[config.mk]
export PLATFORM = sky130hd
export DESIGN_NAME = ber_stream_monitor_flat
export DESIGN_NICKNAME = d
export VERILOG_FILES = /design/src/rtl/ber_stream_monitor_if.sv /design/src/rtl/ber_stream_monitor.sv /design/src/flat_wrapper.sv
export SDC_FILE = /design/constraint.sdc
export NUM_CORES = 1
export LEC_CHECK = 0
export CAP_MARGIN = 20
export CORE_MARGIN = 3
export CORE_UTILIZATION = 53
export DETAILED_ROUTE_END_ITERATION = 8
export PLACE_DENSITY_LB_ADDON = 0.05
export RECOVER_POWER = 100
export SYNTH_ARGS = -nofsm -noshare
export SYNTH_HDL_FRONTEND = slang
export SYNTH_SLANG_ARGS = --single-unit
export TNS_END_PERCENT = 10
[constraint.sdc]
create_clock -name clk -period 6.3 [get_ports clk]
set_input_delay 0.945 -clock clk [delete_from_list [all_inputs] [get_ports clk]]
set_output_delay 0.945 -clock clk [all_outputs]
set_load 0.1 [all_outputs]
[src/rtl/ber_stream_monitor_if.sv]
// Bundles the config, tx/rx stream and result signals of ber_stream_monitor.
// Optional FIRST_ERR_CAPTURE_EN adds the first-mismatch capture outputs.
interface ber_stream_monitor_if #(
    parameter int unsigned DATA_W = 8,
    parameter int unsigned CNT_W  = 16,
    parameter int unsigned SKIP_W = 8
);
    logic              start;
    logic [SKIP_W-1:0] skip_cnt;
    logic [CNT_W-1:0]  window;
    logic              tx_valid;
    logic [DATA_W-1:0] tx_data;
    logic              rx_valid;
    logic [DATA_W-1:0] rx_data;
    logic              busy;
    logic              done;
    logic [CNT_W-1:0]  pair_cnt;
    logic [CNT_W-1:0]  word_err_cnt;
    logic [CNT_W-1:0]  bit_err_cnt;
    logic              overflow;
    logic              underflow;
`ifdef FIRST_ERR_CAPTURE_EN
    logic              first_err_valid;
    logic [DATA_W-1:0] first_err_exp;
    logic [DATA_W-1:0] first_err_got;
    logic [CNT_W-1:0]  first_err_idx;
`endif

    modport master (
        output start, skip_cnt, window, tx_valid, tx_data, rx_valid, rx_data,
        input  busy, done, pair_cnt, word_err_cnt, bit_err_cnt, overflow, underflow
`ifdef FIRST_ERR_CAPTURE_EN
        , input first_err_valid, first_err_exp, first_err_got, first_err_idx
`endif
    );

    modport slave (
        input  start, skip_cnt, window, tx_valid, tx_data, rx_valid, rx_data,
        output busy, done, pair_cnt, word_err_cnt, bit_err_cnt, overflow, underflow
`ifdef FIRST_ERR_CAPTURE_EN
        , output first_err_valid, first_err_exp, first_err_got, first_err_idx
`endif
    );
endinterface

[src/rtl/ber_stream_monitor.sv]
// Link checker: pairs tx words with rx words through a reference FIFO, skips a warm-up
// count, then scores word/bit errors over a window. FIRST_ERR_CAPTURE_EN adds first-error capture.
module ber_stream_monitor #(
    parameter int unsigned DATA_W = 8,
    parameter int unsigned DEPTH  = 16,
    parameter int unsigned CNT_W  = 16,
    parameter int unsigned SKIP_W = 8
) (
    input  logic                  clk,
    input  logic                  reset,
    ber_stream_monitor_if.slave   bus
);
    localparam int unsigned PTR_W = (DEPTH > 1) ? $clog2(DEPTH) : 1;
    localparam int unsigned OCC_W = PTR_W + 1;
    localparam int unsigned PC_W  = $clog2(DATA_W + 1);
    localparam int unsigned SUM_W = ((CNT_W > PC_W) ? CNT_W : PC_W) + 1;
    localparam logic [CNT_W-1:0] CNT_MAX  = '1;
    localparam logic [OCC_W-1:0] OCC_FULL = OCC_W'(DEPTH);

    typedef enum logic [1:0] {S_IDLE, S_WARMUP, S_MEASURE, S_DONE} state_e;

    state_e            state_q, state_d;
    logic [PTR_W-1:0]  wr_ptr_q, wr_ptr_d, rd_ptr_q, rd_ptr_d;
    logic [OCC_W-1:0]  occ_q, occ_d;
    logic [SKIP_W-1:0] skip_rem_q, skip_rem_d;
    logic [CNT_W-1:0]  win_q, win_d;
    logic [CNT_W-1:0]  pair_cnt_q, pair_cnt_d;
    logic [CNT_W-1:0]  word_err_q, word_err_d;
    logic [CNT_W-1:0]  bit_err_q, bit_err_d;
    logic              overflow_q, overflow_d, underflow_q, underflow_d;
    logic              busy_q, busy_d, done_q, done_d;
    logic [DATA_W-1:0] mem_q [DEPTH];

    logic              active, push_req, pop_req, push_ok, pop_ok;
    logic              fifo_empty, fifo_full, mism;
    logic [DATA_W-1:0] head, diff;

`ifdef FIRST_ERR_CAPTURE_EN
    logic              fe_valid_q, fe_valid_d;
    logic [DATA_W-1:0] fe_exp_q, fe_exp_d, fe_got_q, fe_got_d;
    logic [CNT_W-1:0]  fe_idx_q, fe_idx_d;
`endif

    function automatic logic [PC_W-1:0] popcount(input logic [DATA_W-1:0] v);
        logic [PC_W-1:0] n;
        n = '0;
        for (int i = 0; i < int'(DATA_W); i++) n = n + PC_W'(v[i]);
        return n;
    endfunction

    // Saturating add of a small increment onto a counter.
    function automatic logic [CNT_W-1:0] sat_add(input logic [CNT_W-1:0] a,
                                                 input logic [PC_W-1:0]  b);
        logic [SUM_W-1:0] s;
        s = SUM_W'(a) + SUM_W'(b);
        if (s > SUM_W'(CNT_MAX)) return CNT_MAX;
        return CNT_W'(s);
    endfunction

    always_comb begin
        state_d     = state_q;
        wr_ptr_d    = wr_ptr_q;
        rd_ptr_d    = rd_ptr_q;
        occ_d       = occ_q;
        skip_rem_d  = skip_rem_q;
        win_d       = win_q;
        pair_cnt_d  = pair_cnt_q;
        word_err_d  = word_err_q;
        bit_err_d   = bit_err_q;
        overflow_d  = overflow_q;
        underflow_d = underflow_q;
`ifdef FIRST_ERR_CAPTURE_EN
        fe_valid_d  = fe_valid_q;
        fe_exp_d    = fe_exp_q;
        fe_got_d    = fe_got_q;
        fe_idx_d    = fe_idx_q;
`endif

        active     = (state_q == S_WARMUP) || (state_q == S_MEASURE);
        push_req   = active && bus.tx_valid;
        pop_req    = active && bus.rx_valid;
        fifo_empty = (occ_q == '0);
        fifo_full  = (occ_q == OCC_FULL);
        // Pop is evaluated first, so a full FIFO still accepts a push alongside a pop.
        pop_ok     = pop_req && !fifo_empty;
        push_ok    = push_req && (!fifo_full || pop_ok);
        head       = mem_q[rd_ptr_q];
        diff       = bus.rx_data ^ head;
        mism       = |diff;

        unique case (state_q)
            S_IDLE: begin
                if (bus.start) begin
                    wr_ptr_d    = '0;
                    rd_ptr_d    = '0;
                    occ_d       = '0;
                    pair_cnt_d  = '0;
                    word_err_d  = '0;
                    bit_err_d   = '0;
                    overflow_d  = 1'b0;
                    underflow_d = 1'b0;
`ifdef FIRST_ERR_CAPTURE_EN
                    fe_valid_d  = 1'b0;
                    fe_exp_d    = '0;
                    fe_got_d    = '0;
                    fe_idx_d    = '0;
`endif
                    skip_rem_d  = bus.skip_cnt;
                    win_d       = (bus.window == '0) ? CNT_W'(1) : bus.window;
                    state_d     = (bus.skip_cnt == '0) ? S_MEASURE : S_WARMUP;
                end
            end
            S_WARMUP: begin
                if (pop_ok) begin
                    skip_rem_d = skip_rem_q - SKIP_W'(1);
                    if (skip_rem_q == SKIP_W'(1)) state_d = S_MEASURE;
                end
            end
            S_MEASURE: begin
                if (pop_ok) begin
                    pair_cnt_d = sat_add(pair_cnt_q, PC_W'(1));
                    if (mism) begin
                        word_err_d = sat_add(word_err_q, PC_W'(1));
                        bit_err_d  = sat_add(bit_err_q, popcount(diff));
`ifdef FIRST_ERR_CAPTURE_EN
                        if (!fe_valid_q) begin
                            fe_valid_d = 1'b1;
                            fe_exp_d   = head;
                            fe_got_d   = bus.rx_data;
                            fe_idx_d   = pair_cnt_q;
                        end
`endif
                    end
                    if (pair_cnt_q == win_q - CNT_W'(1)) state_d = S_DONE;
                end
            end
            S_DONE: state_d = S_IDLE;
            default: state_d = S_IDLE;
        endcase

        // FIFO bookkeeping; push_ok/pop_ok are only ever set while active.
        if (pop_ok)  rd_ptr_d = rd_ptr_q + PTR_W'(1);
        if (push_ok) wr_ptr_d = wr_ptr_q + PTR_W'(1);
        if (active) occ_d = occ_q + OCC_W'(push_ok) - OCC_W'(pop_ok);
        if (pop_req && fifo_empty)           underflow_d = 1'b1;
        if (push_req && fifo_full && !pop_ok) overflow_d = 1'b1;

        busy_d = (state_d == S_WARMUP) || (state_d == S_MEASURE);
        done_d = (state_d == S_DONE);
    end

    always_ff @(posedge clk) begin
        if (!reset) begin
            state_q     <= S_IDLE;
            wr_ptr_q    <= '0;
            rd_ptr_q    <= '0;
            occ_q       <= '0;
            skip_rem_q  <= '0;
            win_q       <= '0;
            pair_cnt_q  <= '0;
            word_err_q  <= '0;
            bit_err_q   <= '0;
            overflow_q  <= 1'b0;
            underflow_q <= 1'b0;
            busy_q      <= 1'b0;
            done_q      <= 1'b0;
`ifdef FIRST_ERR_CAPTURE_EN
            fe_valid_q  <= 1'b0;
            fe_exp_q    <= '0;
            fe_got_q    <= '0;
            fe_idx_q    <= '0;
`endif
        end else begin
            state_q     <= state_d;
            wr_ptr_q    <= wr_ptr_d;
            rd_ptr_q    <= rd_ptr_d;
            occ_q       <= occ_d;
            skip_rem_q  <= skip_rem_d;
            win_q       <= win_d;
            pair_cnt_q  <= pair_cnt_d;
            word_err_q  <= word_err_d;
            bit_err_q   <= bit_err_d;
            overflow_q  <= overflow_d;
            underflow_q <= underflow_d;
            busy_q      <= busy_d;
            done_q      <= done_d;
`ifdef FIRST_ERR_CAPTURE_EN
            fe_valid_q  <= fe_valid_d;
            fe_exp_q    <= fe_exp_d;
            fe_got_q    <= fe_got_d;
            fe_idx_q    <= fe_idx_d;
`endif
        end
    end

    // Storage needs no reset: occupancy and pointers define validity.
    always_ff @(posedge clk) begin
        if (push_ok) mem_q[wr_ptr_q] <= bus.tx_data;
    end

    assign bus.busy         = busy_q;
    assign bus.done         = done_q;
    assign bus.pair_cnt     = pair_cnt_q;
    assign bus.word_err_cnt = word_err_q;
    assign bus.bit_err_cnt  = bit_err_q;
    assign bus.overflow     = overflow_q;
    assign bus.underflow    = underflow_q;
`ifdef FIRST_ERR_CAPTURE_EN
    assign bus.first_err_valid = fe_valid_q;
    assign bus.first_err_exp   = fe_exp_q;
    assign bus.first_err_got   = fe_got_q;
    assign bus.first_err_idx   = fe_idx_q;
`endif
endmodule

[src/flat_wrapper.sv]
// flat-port wrapper written by rule: the top's interface ports become plain ports
module ber_stream_monitor_flat 
#(
    parameter int unsigned DATA_W = 8,
    parameter int unsigned DEPTH  = 16,
    parameter int unsigned CNT_W  = 16,
    parameter int unsigned SKIP_W = 8
)
  (clk, reset, bus_start, bus_skip_cnt, bus_window, bus_tx_valid, bus_tx_data, bus_rx_valid, bus_rx_data, bus_busy, bus_done, bus_pair_cnt, bus_word_err_cnt, bus_bit_err_cnt, bus_overflow, bus_underflow);
  ber_stream_monitor_if #(.DATA_W(DATA_W), .CNT_W(CNT_W), .SKIP_W(SKIP_W)) bus_i ();
  input  logic clk;
  input  logic reset;
  input wire logic [$bits(bus_i.start)-1:0] bus_start;
  input wire logic [$bits(bus_i.skip_cnt)-1:0] bus_skip_cnt;
  input wire logic [$bits(bus_i.window)-1:0] bus_window;
  input wire logic [$bits(bus_i.tx_valid)-1:0] bus_tx_valid;
  input wire logic [$bits(bus_i.tx_data)-1:0] bus_tx_data;
  input wire logic [$bits(bus_i.rx_valid)-1:0] bus_rx_valid;
  input wire logic [$bits(bus_i.rx_data)-1:0] bus_rx_data;
  output wire logic [$bits(bus_i.busy)-1:0] bus_busy;
  output wire logic [$bits(bus_i.done)-1:0] bus_done;
  output wire logic [$bits(bus_i.pair_cnt)-1:0] bus_pair_cnt;
  output wire logic [$bits(bus_i.word_err_cnt)-1:0] bus_word_err_cnt;
  output wire logic [$bits(bus_i.bit_err_cnt)-1:0] bus_bit_err_cnt;
  output wire logic [$bits(bus_i.overflow)-1:0] bus_overflow;
  output wire logic [$bits(bus_i.underflow)-1:0] bus_underflow;
  assign bus_i.start = bus_start;
  assign bus_i.skip_cnt = bus_skip_cnt;
  assign bus_i.window = bus_window;
  assign bus_i.tx_valid = bus_tx_valid;
  assign bus_i.tx_data = bus_tx_data;
  assign bus_i.rx_valid = bus_rx_valid;
  assign bus_i.rx_data = bus_rx_data;
  assign bus_busy = bus_i.busy;
  assign bus_done = bus_i.done;
  assign bus_pair_cnt = bus_i.pair_cnt;
  assign bus_word_err_cnt = bus_i.word_err_cnt;
  assign bus_bit_err_cnt = bus_i.bit_err_cnt;
  assign bus_overflow = bus_i.overflow;
  assign bus_underflow = bus_i.underflow;
  ber_stream_monitor #(.DATA_W(DATA_W), .DEPTH(DEPTH), .CNT_W(CNT_W), .SKIP_W(SKIP_W)) u_core (.clk(clk), .reset(reset), .bus(bus_i));
endmodule
[Word level (Yosys, flattened, before mapping)]
Memories as Yosys holds them, arrays and structs flattened. A register that Yosys moved wholly into a read port is not among the register bits.
Cells that the tools add are included.
Operators by class
  add/subtract/negate cells: 16
  multipliers: 0
  divide/modulo/power cells: 0
  magnitude comparators: 3
  equality and inequality tests: 13
  shift-type cells: 0
  multiplexer cells: 52
  bitwise gates (word level): 1
  reductions and logical operators: 39
Operators by type and width (count)
  $mux W16: 13
  $pmux W16 S2: 3
  $gt A17 B16 Y1 const B: 3
  $add A16 B1 Y17 const B: 2
  $add A4 B1 Y4: 6
  $mux W4: 6
  $reduce_bool A2 Y1: 12
  $add A16 B4 Y17: 1
  $mux W1: 17
  $eq A16 B16 Y1: 1
  $logic_not A16 Y1: 1
  $mux W8: 2
  $pmux W8 S2: 1
  $sub A16 B1 Y16 const B: 1
  $mux W5: 3
  $mux W2: 6
  $reduce_and A2 Y1: 6
  $add A4 B1 Y4 const B: 2
  $eq A2 B2 Y1 const B: 4
  $eq A8 B1 Y1 const B: 1
  $logic_not A8 Y1: 1
  $pmux W2 S4: 1
  $reduce_or A8 Y1: 1
  $sub A8 B1 Y8 const B: 1
  other kinds (15): 29
Storage, ports and cells
  register bits: 91
  bits in latches: 0
  bits in writable memories: 128
  ROM bits: 0
  input port bits: 45
  output and inout bits: 52
  logic and storage cells: 138
  memories: 1
Memories
  u_core.mem_q: words 16, bits a word 8, rd ports 1, clocked after memory_dff 1, wr ports 1, line ber_stream_monitor.sv:32  | logic [DATA_W-1:0] mem_q [DEPTH];

[Depth between registers and ports, before layout]
Gate-level depths: netlist of the first run.
  depth in word-level cells: 18
  depth in mapped cells: 23
  mapped depth without buffers: 20

[Worst setup path before layout of the first run]
Ideal clock, no wire load.
  kind: flip-flop to flip-flop
  start: register (tool-made name)
  end: register u_core.bit_err_q[9], in the netlist u_core.bus.bit_err_cnt[9]
  arrival: 6.602 ns
  data required time: 6.237 ns
  slack: -0.365 ns
  cell stages (with the launch flop): 24
  path buffers: 4
  period minus slack after synthesis: 6.665 ns
  cells stage by stage: dfxtp_1 buf_4 buf_6 clkbuf_1 mux4_2 mux4_2 xor2_1 inv_1 ha_1 fa_1 inv_1 fa_1 fa_1 fa_1 xnor2_1 ha_1 a21o_1 a21o_1 nand2_1 nor4_1 clkbuf_1 a31oi_1 nor3_1 o221a_1
RTL lines
  end signal, assigned: line ber_stream_monitor.sv:182  | bit_err_q <= bit_err_d;
  end, declared: line ber_stream_monitor.sv:29  | logic [CNT_W-1:0] bit_err_q, bit_err_d;

==> Flow_metrics.wiki, run 1 <==
{| class="wikitable"
! Metric !! Value
|-
| Wire length of the first global-routing pass || approximately 43000 um
|-
| Cell Pwr Density || 279.9 mW/mm^2
|-
| IR drop worst, VDD || roughly 0.25 mV
|-
| Shortest period the worst path allows || around 6000 ps
|-
| Initial core utilization || between 50% and 60%
|-
| First-pass iteration count of the detailed router || 5
|-
| Type of element launching the critical path || flip-flop
|-
| Nets@finish || between 1k and 1.5k
|-
| FF+latch area || between 0.005 and 0.006 mm^2
|-
| CTS Buf Count || 25
|-
| Final worst setup slack || ~250 ps
|-
| Vias in the first global route || 7893
|-
| Vias per inst || 5.942
|-
| Number of I/O pins || just under 100
|-
| Core area || about 0.021 mm^2
|-
| Final hold slack || 460.9 ps
|-
| Port Buffer Count || 96
|-
| Static leakage || 0.004673 uW
|-
| Clock tree from TritonCTS || built
|-
| Syn nets || about 1.1k
|-
| Total overflow reported by the global router || 0
|-
| Fin. Hold Viols || 0
|-
| Clock sink total || ~220
|-
| Number of max-cap violations || 0
|-
| Setup skew after layout || ~12 ps
|-
| Data required time of the critical path || a little under 7000 ps
|-
| Part of the cycle the worst path needs || between 90% and 100%
|-
| Fraction of layout cells with a size suffix above 1 || between 8 and 9%
|-
| Clock-pin slew on the worst setup and hold paths || roughly 60 ps
|-
| # DRC || 0
|-
| Share of synthesized flip-flops with an asynchronous set or reset || 0%
|-
| Ordered cell list for the critical path || buf_12, mux4_2, mux4_2, xor2_1, inv_1, ha_1, fa_1, inv_1, fa_1, fa_1, fa_1, inv_1, fa_1, a21o_1, a21o_1, nand2_1, nor4_4, buf_4, o31a_1, o221a_1
|-
| Most frequent cell after synthesis || sky130_fd_sc_hd__edfxtp_1
|-
| DP HPWL || about 18000 um
|-
| Normalized max-slew margin || under 10%
|-
| Clock latency reported for the late side of the worst-skew pair || 530 ps
|-
| Site Rows || 52
|-
| Post-synth EDFFs || around 130
|-
| Average detailed-routed wire length per instance || roughly 19 um
|-
| Synth unique cells || 76
|-
| Initial antenna violation count || 0
|-
| Cell at the slowest stage of the critical path || sky130_fd_sc_hd__fa_1
|-
| Most common library cells after synthesis || sky130_fd_sc_hd__edfxtp_1, sky130_fd_sc_hd__nand2_1, sky130_fd_sc_hd__dfxtp_1
|-
| Biggest area consumer among synthesized cells || sky130_fd_sc_hd__edfxtp_1
|-
| Syn avg cell area || 10.82 um^2
|-
| Post-synthesis cell count || ~1.0k
|-
| Multi-input combinational cell area || ~0.005 mm^2
|-
| Max Fclk || about 170 MHz
|-
| Syn-to-layout area delta || 18.34%
|-
| Class of the tightest hold or removal check || reg2reg
|-
| Hold buffers post-CTS || 0
|-
| Total routing usage reported by global routing || between 20% and 30%
|-
| Number of violations reported at the end of detailed-routing iteration 0 || about 630
|-
| Wire length reported by the detailed router || about 27000 um
|-
| Maximum single-stage delay on the critical path || ~550 ps
|-
| Flip-flop cell with the highest count after synthesis || sky130_fd_sc_hd__edfxtp_1
|-
| Antenna-violating nets left || 0
|-
| Total number of vias || 8455
|-
| Chip Width || ~150 um
|-
| Result of the run || finished clean
|-
| Critical path class || reg2reg
|-
| Transition time of the tightest slew-check pin || about 1400 ps
|-
| Root buffer selected by CTS || sky130_fd_sc_hd__clkbuf_16
|-
| Worst-path maximum fanout || 14
|-
| Sum of negative setup slack || 0 ps
|-
| Number of levels the H-tree was split into || 1
|-
| Setup Viol. Count Final || 0
|-
| Setup slack at placement || about 130 ps
|-
| DIE AREA || 0.02299 mm^2
|-
| Setup slack of the worst register-to-register path || 250 ps
|-
| Maximum number of pins on one net before global-route repair || 44
|-
| Fill cell total of the finished layout || 1700
|-
| Cell occurring most often along the worst timing path || sky130_fd_sc_hd__fa_1
|-
| Antenna fix cells || 0
|-
| Synthesized area || 0.01124 mm^2
|-
| Element type at the critical path end || flip-flop
|-
| Ys Warns || 0
|-
| Post-synthesis sequential area ratio || 51.13%
|-
| Clock buffer depth || 3
|-
| Global placement routability congestion || about 0.84
|-
| Max Transition Viols Final || 0
|-
| #FFs+latches synth || around 220
|-
| Synth area leaders || sky130_fd_sc_hd__edfxtp_1, sky130_fd_sc_hd__dfxtp_1, sky130_fd_sc_hd__ha_1, sky130_fd_sc_hd__nand2_1, sky130_fd_sc_hd__mux4_2
|-
| Data arrival, critical path || about 6500 ps
|-
| Setup repair after global routing missed its margin || false
|-
| Die Span Y || around 150 um
|-
| Proportion of netlist area held by the largest area contributor || between 30% and 40%
|}
cell families (layout without fill, tap and decap cells):
family | Yosys count | count (layout) | synth area share (%)
buf+inv | 107 | 221 | 4.421
xor+xnor | 38 | 38 | 3.029
mux | 58 | 58 | 8.284
compound gates | 247 | 247 | 14.61
flops | 223 | 223 | 51.13
fa+ha+maj | 37 | 37 | 4.521
simple gates | 329 | 329 | 14.01
layout make-up:
class / instances / share of cell area, %
Sequential cell: 223 / 43.21
Tap cell: 270 / 2.540
Clock inverter: 15 / 0.9503
Clock buffer: 31 / 5.514
Inverter: 52 / 1.468
Multi-Input combinational cell: 709 / 37.67
Timing Repair Buffer: 123 / 8.647
per-layer routing:
layer,wire length [um],GRT usage (%),share of wire (%)
met1,12360,35.21,46
met2,12670,37.54,47
met3,1437,2.796,5.3
met4,422,4.942,1.6
met5,0,0,0
worst paths after layout:
check,start,cells past startpoint,to
min reg2reg,u_core.rd_ptr_q[3],1,u_core.rd_ptr_q[3]
max reg2reg,flip-flop,20,u_core.bus.bit_err_cnt[9]
max,flip-flop,20,u_core.bus.bit_err_cnt[9]
min,u_core.rd_ptr_q[3],1,u_core.rd_ptr_q[3]
through the flow:
step / power, uW / util, % / area [um^2] / cells
after floorplan: 2099 / - / 11250 / 1039
after global placement: 2266 / 60.44 / 12430 / 1372
after detailed placement: 2275 / 60.44 / 12430 / 1372
after CTS: 3747 / 64.62 / 13290 / 1418
after global routing: 3887 / 64.68 / 13300 / 1423
final: 3722 / 64.68 / 13300 / 1423
registers in the layout (all words and copies together), names as in the netlist, 5 cells and up, named ones only:
| signal | count |
|---|---|
| u_core.bus.bit_err_cnt | 16 |
| u_core.bus.pair_cnt | 16 |
| u_core.bus.word_err_cnt | 16 |
| u_core.mem_q | 128 |
| u_core.occ_q | 5 |
| u_core.skip_rem_q | 8 |
| u_core.win_q | 16 |
worst max-delay path: cells and delay by family (launching register included):
kind                       cells  cell delay, ps
adders and majority gates      6            2740
muxes                          2             990
AOI/OAI and AO/OA              4             880
buffers and inverters          5             540
DFF                            1             370
and+or+nand+nor                2             240
xor gates and xnor gates       1             190
layout by cell type (no fill, tap or decap), types with 14 or more instances in the layout:
| master | instances |
|---|---|
| sky130_fd_sc_hd__nand3_1 | 32 |
| sky130_fd_sc_hd__buf_4 | 19 |
| sky130_fd_sc_hd__xnor2_1 | 22 |
| sky130_fd_sc_hd__nor3_1 | 30 |
| sky130_fd_sc_hd__nand4_1 | 14 |
| sky130_fd_sc_hd__nor4_1 | 19 |
| sky130_fd_sc_hd__a21oi_1 | 62 |
| sky130_fd_sc_hd__xor2_1 | 15 |
| sky130_fd_sc_hd__clkbuf_16 | 28 |
| sky130_fd_sc_hd__mux2i_1 | 21 |
| sky130_fd_sc_hd__dfxtp_1 | 95 |
| sky130_fd_sc_hd__nor2_1 | 80 |
| sky130_fd_sc_hd__mux4_2 | 15 |
| sky130_fd_sc_hd__ha_1 | 31 |
| sky130_fd_sc_hd__a31oi_1 | 14 |
| sky130_fd_sc_hd__dlygate4sd3_1 | 61 |
| sky130_fd_sc_hd__clkdlybuf4s50_1 | 35 |
| sky130_fd_sc_hd__edfxtp_1 | 128 |
| sky130_fd_sc_hd__nand2_1 | 99 |
| sky130_fd_sc_hd__inv_1 | 51 |
| sky130_fd_sc_hd__o21ai_0 | 50 |
report_power, final:
group          internal [uW]  switching, uW  total [uW]
registers               1580           35.5        1620
logic                    239            388         627
clock network            874            605        1480
what timing repair did:
action	CTS	global route
gates resized for setup	0	0
endpoints found under the setup margin	0	8
buffers inserted	0	3
Power figures use the tool's default switching activity.
==> inputs of run 2 (changes only) <==
--- a/config.mk
+++ b/config.mk
@@ -11,6 +11,7 @@
 export DETAILED_ROUTE_END_ITERATION = 8
 export PLACE_DENSITY_LB_ADDON = 0.05
 export RECOVER_POWER = 100
+export SKIP_CTS_REPAIR_TIMING = 1
 export SYNTH_ARGS = -nofsm -noshare
 export SYNTH_HDL_FRONTEND = slang
 export SYNTH_SLANG_ARGS = --single-unit
==> results of run 2 <==
The final DEF is identical to that of run 1; final timing and power are the same.
